===== src/rtl/pwm_multi_channel.sv =====
// Multi-channel PWM: shared prescaler and period counter feeding per-channel double-buffered duty comparators.
// Define PWM_CENTER_ALIGN_EN for an up/down (triangle) counter; default build is edge-aligned sawtooth.

module pwm_lane #(
    parameter int WIDTH = 8
) (
    input  logic             clk,
    input  logic             rst_n,
    input  logic             enable,
    input  logic             load,
    input  logic             commit,
    input  logic [WIDTH-1:0] duty_in,
    input  logic [WIDTH-1:0] cnt,
    input  logic [WIDTH-1:0] period_a,
    input  logic             dir_up,
    output logic             pwm
);
    logic [WIDTH-1:0] duty_s, duty_a;
    logic             hi;

`ifdef PWM_CENTER_ALIGN_EN
    logic [WIDTH:0] sum;

    // High while cnt sits within duty of the top; the down ramp takes one extra
    // step so both ramps contribute duty ticks each.
    always_comb begin
        sum = {1'b0, cnt} + {1'b0, duty_a};
        hi  = (duty_a != '0) &&
              ((duty_a >= period_a) ||
               (sum > {1'b0, period_a}) ||
               (!dir_up && (sum == {1'b0, period_a})));
    end
`else
    logic unused_lane;
    assign unused_lane = dir_up | (|period_a);
    assign hi = (cnt < duty_a);
`endif

    always_ff @(posedge clk or negedge rst_n) begin
        if (!rst_n) begin
            duty_s <= '0;
            duty_a <= '0;
            pwm    <= 1'b0;
        end else begin
            if (load)
                duty_s <= duty_in;
            // A load landing on the commit cycle bypasses the shadow.
            if (commit)
                duty_a <= load ? duty_in : duty_s;
            pwm <= enable & hi;
        end
    end
endmodule

module pwm_multi_channel #(
    parameter int WIDTH    = 8,
    parameter int CHANNELS = 4,
    parameter int PRESC_W  = 8
) (
    input  logic                      clk,
    input  logic                      rst_n,
    input  logic                      enable,
    input  logic [PRESC_W-1:0]        prescale,
    input  logic [WIDTH-1:0]          period,
    input  logic [CHANNELS*WIDTH-1:0] duty,
    input  logic                      load,
    output logic [CHANNELS-1:0]       pwm_out,
    output logic                      period_end,
    output logic                      load_ack
);
    logic [PRESC_W-1:0] presc_cnt;
    logic [WIDTH-1:0]   cnt, cnt_nxt, period_a, period_s;
    logic               dir_up, dir_nxt, pending;
    logic               tick, wrap_tick, commit;

    // >= keeps the prescaler sane if prescale is lowered below presc_cnt live.
    assign tick = enable && (presc_cnt >= prescale);

`ifdef PWM_CENTER_ALIGN_EN
    always_comb begin
        cnt_nxt = cnt;
        dir_nxt = dir_up;
        if (period_a == '0) begin
            cnt_nxt = '0;
        end else if (dir_up) begin
            if (cnt >= period_a) begin
                cnt_nxt = cnt - 1'b1;
                dir_nxt = 1'b0;
            end else begin
                cnt_nxt = cnt + 1'b1;
            end
        end else begin
            cnt_nxt = (cnt <= 1) ? '0 : cnt - 1'b1;
        end
        if (cnt_nxt == '0)
            dir_nxt = 1'b1;
    end
`else
    always_comb begin
        cnt_nxt = (cnt >= period_a) ? '0 : cnt + 1'b1;
        dir_nxt = 1'b1;
    end
`endif

    assign wrap_tick = tick && (cnt_nxt == '0);
    // While stopped there is no period to protect, so a pending load commits at once.
    assign commit    = (pending || load) && (wrap_tick || !enable);

    always_ff @(posedge clk or negedge rst_n) begin
        if (!rst_n) begin
            presc_cnt  <= '0;
            cnt        <= '0;
            dir_up     <= 1'b1;
            period_a   <= '1;
            period_s   <= '0;
            pending    <= 1'b0;
            period_end <= 1'b0;
            load_ack   <= 1'b0;
        end else begin
            if (!enable) begin
                presc_cnt <= '0;
                cnt       <= '0;
                dir_up    <= 1'b1;
            end else if (tick) begin
                presc_cnt <= '0;
                cnt       <= cnt_nxt;
                dir_up    <= dir_nxt;
            end else begin
                presc_cnt <= presc_cnt + 1'b1;
            end

            if (load)
                period_s <= period;
            if (commit) begin
                period_a <= load ? period : period_s;
                pending  <= 1'b0;
            end else if (load) begin
                pending  <= 1'b1;
            end

            period_end <= wrap_tick;
            load_ack   <= commit;
        end
    end

    for (genvar i = 0; i < CHANNELS; i++) begin : g_lane
        pwm_lane #(.WIDTH(WIDTH)) u_lane (
            .clk     (clk),
            .rst_n   (rst_n),
            .enable  (enable),
            .load    (load),
            .commit  (commit),
            .duty_in (duty[i*WIDTH +: WIDTH]),
            .cnt     (cnt),
            .period_a(period_a),
            .dir_up  (dir_up),
            .pwm     (pwm_out[i])
        );
    end
endmodule


===== config.mk =====
export PLATFORM = sky130hd
export DESIGN_NAME = pwm_multi_channel
export DESIGN_NICKNAME = d
export VERILOG_FILES = /design/src/rtl/pwm_multi_channel.sv
export SDC_FILE = /design/constraint.sdc
export NUM_CORES = 1
export LEC_CHECK = 0
export ABC_AREA = 1
export CAP_MARGIN = 0
export CORE_MARGIN = 3
export CORE_UTILIZATION = 63
export CTS_BUF_LIST = sky130_fd_sc_hd__clkbuf_2 sky130_fd_sc_hd__clkbuf_4 sky130_fd_sc_hd__clkbuf_8
export CTS_CLUSTER_SIZE = 30
export DETAILED_ROUTE_END_ITERATION = 16
export GPL_ROUTABILITY_DRIVEN = 1
export GPL_TIMING_DRIVEN = 0
export PLACE_DENSITY = 0.88
export REMOVE_ABC_BUFFERS = 1
export SETUP_SLACK_MARGIN = 0.1
export SLEW_MARGIN = 20
export SYNTH_ARGS = -nofsm -noshare
export SYNTH_HDL_FRONTEND = slang
export SYNTH_SLANG_ARGS = --single-unit

===== constraint.sdc =====
create_clock -name clk -period 4 [get_ports clk]
set_input_delay 0.6 -clock clk [delete_from_list [all_inputs] [get_ports clk]]
set_output_delay 0.6 -clock clk [all_outputs]
set_load 0.005 [all_outputs]

# ---- Word level (Yosys, flattened, before mapping)
# Cells that the tools add are included.
dict set report op_classes {
  n_mux 12
  n_reduce_logical 8
  bitwise 4
  addsub 2
  n_eq_ne 1
  magnitude_cmp 6
}
# cell n
set ops {}
lappend ops {{8-bit two-way mux} 10}
lappend ops {{8-bit < comparator} 4}
lappend ops {{8-bit by 1-bit adder with 8-bit output (second input constant)} 2}
lappend ops {{8-bit >= comparator} 2}
lappend ops {{8-bit zero test} 1}
lappend ops {{1-bit AND} 4}
lappend ops {{1-bit logical AND} 3}
lappend ops {{1-bit logical OR} 2}
lappend ops {{1-bit two-way mux} 2}
lappend ops {{2-bit by 1-bit inequality test with 1-bit output (second input constant)} 1}
lappend ops {{2-bit nonzero test} 1}
lappend ops {{1-bit zero test} 1}
dict set report totals {
  in_bits 52
  output_inout_bits 6
  ff_bits 103
  word_cells 52
}

# ---- Longest topological paths before layout
dict set report depth {
  word_depth 7
  depth_mapped 17
  mapped_depth_nobuf 16
}

# ---- Hierarchy
# Synthesis repeated with hierarchy kept, for this count alone.
dict set report hier_totals {
  hier_cells 617
  area_unflattened_um2 5276.3
}
# mod area_per_inst_um2 cells_each seq_area_each_um2 instances
set by_module_without_submodules {}
lappend by_module_without_submodules {pwm_lane 815.8 91 425.4 4}
lappend by_module_without_submodules {pwm_multi_channel 2013.2 253 885.8 1}

# ---- Least setup slack after synthesis
# No wires, ideal clock.
dict set report synth_path {
  kind {input-to-reg}
  startpoint {input port prescale[5]}
  endpoint {register g_lane[3].u_lane.duty_a[5]}
  t_arrival_ns 2.079
  setup_time_ns 0.066
  n_path_buf 1
  t_required_ns 3.934
  path_slack_ns 1.855
  path_stages 14
  cell_sequence {inv_1 > ha_1 > a21oi_1 > nor2_1 > nor3_1 > nand3_1 > nand2_2 > inv_1 > nand3_2 > nand2_2 > nand2_2 > buf_6 > nand2_1 > nand2_1}
}
dict set report synth_via {
  elab_chain_len 5
}
# element line_no
set synth_lines {}
lappend synth_lines {{start: declaration} 63} ;# input logic [PRESC_W-1:0] prescale,
lappend synth_lines {{8-bit >= comparator} 77} ;# assign tick = enable && (presc_cnt >= prescale);
lappend synth_lines {{1-bit logical AND} 77}
lappend synth_lines {{1-bit logical AND} 105} ;# assign wrap_tick = tick && (cnt_nxt == '0);
lappend synth_lines {{1-bit logical OR} 107} ;# assign commit = (pending || load) && (wrap_tick || !enable);
lappend synth_lines {{1-bit logical AND} 107}
lappend synth_lines {{end signal: assignment} 49} ;# duty_a <= load ? duty_in : duty_s;
lappend synth_lines {{end: declaration} 18} ;# logic [WIDTH-1:0] duty_s, duty_a;
# No other way between the ends.
# A chain may end at the register's enable or synchronous reset.

# ---- Worst setup path in the final report
dict set report layout_path {
  startpoint {input port prescale[5]}
  endpoint {register period_a[0]}
}
dict set report layout_via {
  elab_chain_len 5
}
# element line_no
set layout_lines {}
lappend layout_lines {{8-bit >= comparator} 77}
lappend layout_lines {{1-bit logical AND} 77}
lappend layout_lines {{1-bit logical AND} 105}
lappend layout_lines {{1-bit logical OR} 107}
lappend layout_lines {{1-bit logical AND} 107}
lappend layout_lines {{end signal: assignment} 135} ;# period_a <= load ? period : period_s;
lappend layout_lines {{end: declaration} 72} ;# logic [WIDTH-1:0] cnt, cnt_nxt, period_a, period_s;
# No other way between the ends.

==> metrics.md <==
| Metric | Value |
|---|---|
| Clock Sinks | 103 |
| First-pass GRT wire length | around 18 mm |
| Sequential share of the synthesized area | 0.490 |
| Worst EP arrival | 3.93 ns |
| Final hold vios | 0 |
| Initial core utilization | 0.666 |
| Total routed wirelength | 10.3 mm |
| Die Ht | 97.5 um |
| Worst Hold Class | in -> async |
| Yosys reg bits | 103 |
| Ports | 58 |
| Vias in the first global route | 4252 |
| # rows | 32 |
| Clock latency on the worst-skew pair | 0.36 ns |
| Period minus WS final | 3.63 ns |
| CTS buffer count | 9 |
| Die ar. | roughly 9500 um^2 |
| Critical path peak fanout | 42 |
| Gate Count Post-Synth | 641 |
| Worst rel slew slack | 0.456 |
| Top cell by count, worst path | nand2_2 |
| Detailed Route Iter0 Violations | 186 |
| Power, Total | roughly 2.3 mW |
| Routed Antenna Nets | 0 |
| Antenna violations before repair | 0 |
| Clk buf depth | 2 |
| Kind of critical path | in -> reg |
| Power per cell area | 381 nW/um^2 |
| Pin slew with the least headroom to its limit | around 0.81 ns |
| DIE WIDTH | 97.5 um |
| Nets | 781 |
| Unrepaired setup endpoints after global routing | no |
| Slew Limit Fails | 0 |
| WP data required | 4.30 ns |
| Hold slack | ~0.10 ns |
| CTS tree | yes |
| Status | completed |
| Mean routed wirelength per cell | approximately 13 um |
| Critical path's largest stage delay | 0.83 ns |
| Lkg Pwr | ~3.3 nW |
| Critical Path Start Type | primary input |
| Reg clk slew, reported paths | about 0.10 ns |
| Residual DRC | 0 |
| Setup slack after placement | 0.0561 ns |
| Post-layout util | 0.767 |
| Share of cells above drive strength 1 | 0.0538 |
| 1st-pass router iterations | 4 |
| Final setup vio count | 0 |
| Area delta synth->final | 15.2% |
| Buffers on Ports | 57 |
| Post-Syn Area | 5280 um^2 |
| Post-route cell area | 6080 um^2 |
| Clk_skew | 0.00862 ns |
| Core area | approximately 8000 um^2 |
| Antenna fix cells | 0 |
| CTS Root Cell | clkbuf_8 |
| DR vias | 4125 |
| Resized Gates After CTS | 0 |
| Syn Area/Cell | ~8.2 um^2 |
| H-Tree Depth | 3 |
| Cell variety after synth | 29 |
| Max VDD drop | approximately 0.00025 V |
| Max-cap violation count | 0 |
| Via density | 5.22 |
| Final setup margin | about 0.37 ns |
| Max Fclk | 276 MHz |
| GRT overflow | 0 |
| Setup Fix Bufs, Post-CTS | 0 |
| Overall fraction of global-route tracks in use | 0.231 |
| Critical Path Sink Type | flip-flop |
| Cell Area, Placed | 5850 um^2 |
| Critical path cell sequence | clkdlybuf4s50_1 -> inv_1 -> ha_1 -> a21oi_1 -> nor2_1 -> nor3_1 -> nand3_1 -> nand2_2 -> inv_1 -> nand3_2 -> nand2_2 -> nand2_2 -> nand2_1 -> nand2_1 |
| CP max stage cell | nand2_2 |
| Largest net degree at the start of global routing | 72 |
| Hpwl dp | a little over 7 mm |
| Routability cong. | 0.829 |
| Yosys warnings | 0 |
| Fin crit share | 0.907 |
| CTS Hold Bufs | 0 |
where the power goes:
part	switching [mW]	total, mW	internal, mW
clock network	0.346	0.737	0.392
registers	0.0492	1.20	1.15
logic	0.216	0.374	0.158
total	0.611	2.31	1.70
cell usage in the layout, fill, tap and decap left out, types with 3 or more instances in the layout:
master / Yosys / layout
xor2_1: 4 / 4
o22ai_1: 8 / 8
inv_1: 72 / 72
nor2_1: 21 / 21
a21oi_1: 18 / 18
ha_1: 46 / 46
dfrtp_1: 95 / 95
clkbuf_4: 0 / 3
nor3_1: 4 / 4
clkbuf_8: 0 / 10
dfstp_2: 8 / 8
clkdlybuf4s50_1: 0 / 55
nand2_1: 253 / 252
nand2_2: 4 / 5
a21o_1: 3 / 3
nand3_1: 56 / 56
o21ai_0: 5 / 5
path summary, 6_finish.rpt:
| check | startpoint | endpoint | slack [ns] | depth (start not counted) |
|---|---|---|---|---|
| worst max-delay path | prescale[5] | period_a[0] | 0.37 | 14 |
| worst min-delay path | rst_n | g_lane[2].u_lane.duty_s[1] | 0.10 | 1 |
| worst max register to register | cnt[0] | period_a[0] | 0.47 | 15 |
| worst min register to register | period_a[5] | period_a[5] | 0.47 | 2 |
| max in group asynchronous | rst_n | period_a[7] | 3.22 | 2 |
| min in group clk | period_a[5] | period_a[5] | 0.47 | 2 |
flip-flops by register name, indices dropped and copies added (netlist names):
| signal | cells |
|---|---|
| cnt | 8 |
| g_lane.u_lane.pwm | 4 |
| presc_cnt | 8 |
| period_s | 8 |
| period_end | 1 |
| load_ack | 1 |
| g_lane.u_lane.duty_s | 32 |
| period_a | 8 |
| pending | 1 |
| g_lane.u_lane.duty_a | 32 |
critical path: cells and delay by family:
kind                       cells  cell delay, ns
adders and majority gates      1            0.30
buffers and inverters          3            0.56
AOI/OAI and AO/OA              1            0.16
and+or+nand+nor                9            2.30
cells in the mapped netlist:
| cell type | number | share of area |
|---|---|---|
| inv_2 | 1 | 0.00071 |
| nor3b_1 | 2 | 0.0028 |
| o21bai_1 | 2 | 0.0028 |
| o21ai_0 | 5 | 0.0047 |
| nor2_1 | 21 | 0.015 |
| nor3_1 | 4 | 0.0038 |
| inv_1 | 72 | 0.051 |
| buf_2 | 4 | 0.0038 |
| nand2_1 | 253 | 0.18 |
| o22ai_1 | 8 | 0.0095 |
| buf_4 | 4 | 0.0057 |
| nand3b_1 | 2 | 0.0028 |
| ha_1 | 46 | 0.11 |
| xnor2_1 | 1 | 0.0017 |
| nor2_2 | 2 | 0.0024 |
| dfstp_2 | 8 | 0.040 |
| xor2_1 | 4 | 0.0066 |
| a31oi_1 | 2 | 0.0024 |
| buf_6 | 4 | 0.0085 |
| and3_1 | 1 | 0.0012 |
| dfrtp_1 | 95 | 0.45 |
| nand4_1 | 2 | 0.0024 |
| clkbuf_1 | 15 | 0.011 |
| a21o_1 | 3 | 0.0043 |
| nand3_2 | 1 | 0.0019 |
| a21oi_1 | 18 | 0.017 |
| nand2_2 | 4 | 0.0047 |
| nand3_1 | 56 | 0.053 |
| clkinv_1 | 1 | 0.00071 |
stage by stage:
step | cells | TNS [ns]
floorplan | 614 | 0
global placement | 773 | -201.39
detailed placement | 774 | 0
CTS | 790 | 0
global route | 790 | 0
finish | 790 | 0
cell families (layout without fill, tap and decap cells):
kind of cell | after synthesis | count (layout) | share of synthesized area
compound gates | 38 | 38 | 0.0408
xor+xnor | 5 | 5 | 0.00830
fa+ha+maj | 46 | 46 | 0.109
buf+inv | 101 | 148 | 0.0813
flops | 103 | 103 | 0.490
simple gates | 348 | 348 | 0.270
final cells by class:
type / count / area, um^2
clock inverters: 3 / 67.6
fillers: 546 / 1850
clock buffers: 13 / 160
multi-input cells: 437 / 2260
repair buffers: 58 / 594
well taps: 102 / 128
flip-flops and latches: 103 / 2590
inverters: 74 / 279
per-layer routing:
layer / track usage / share of wire
met5: 0 / 0
met4: 0.0831 / 0.019
met3: 0.0302 / 0.037
met2: 0.415 / 0.51
met1: 0.285 / 0.43
No activity file was read; power rests on OpenSTA's default activity.
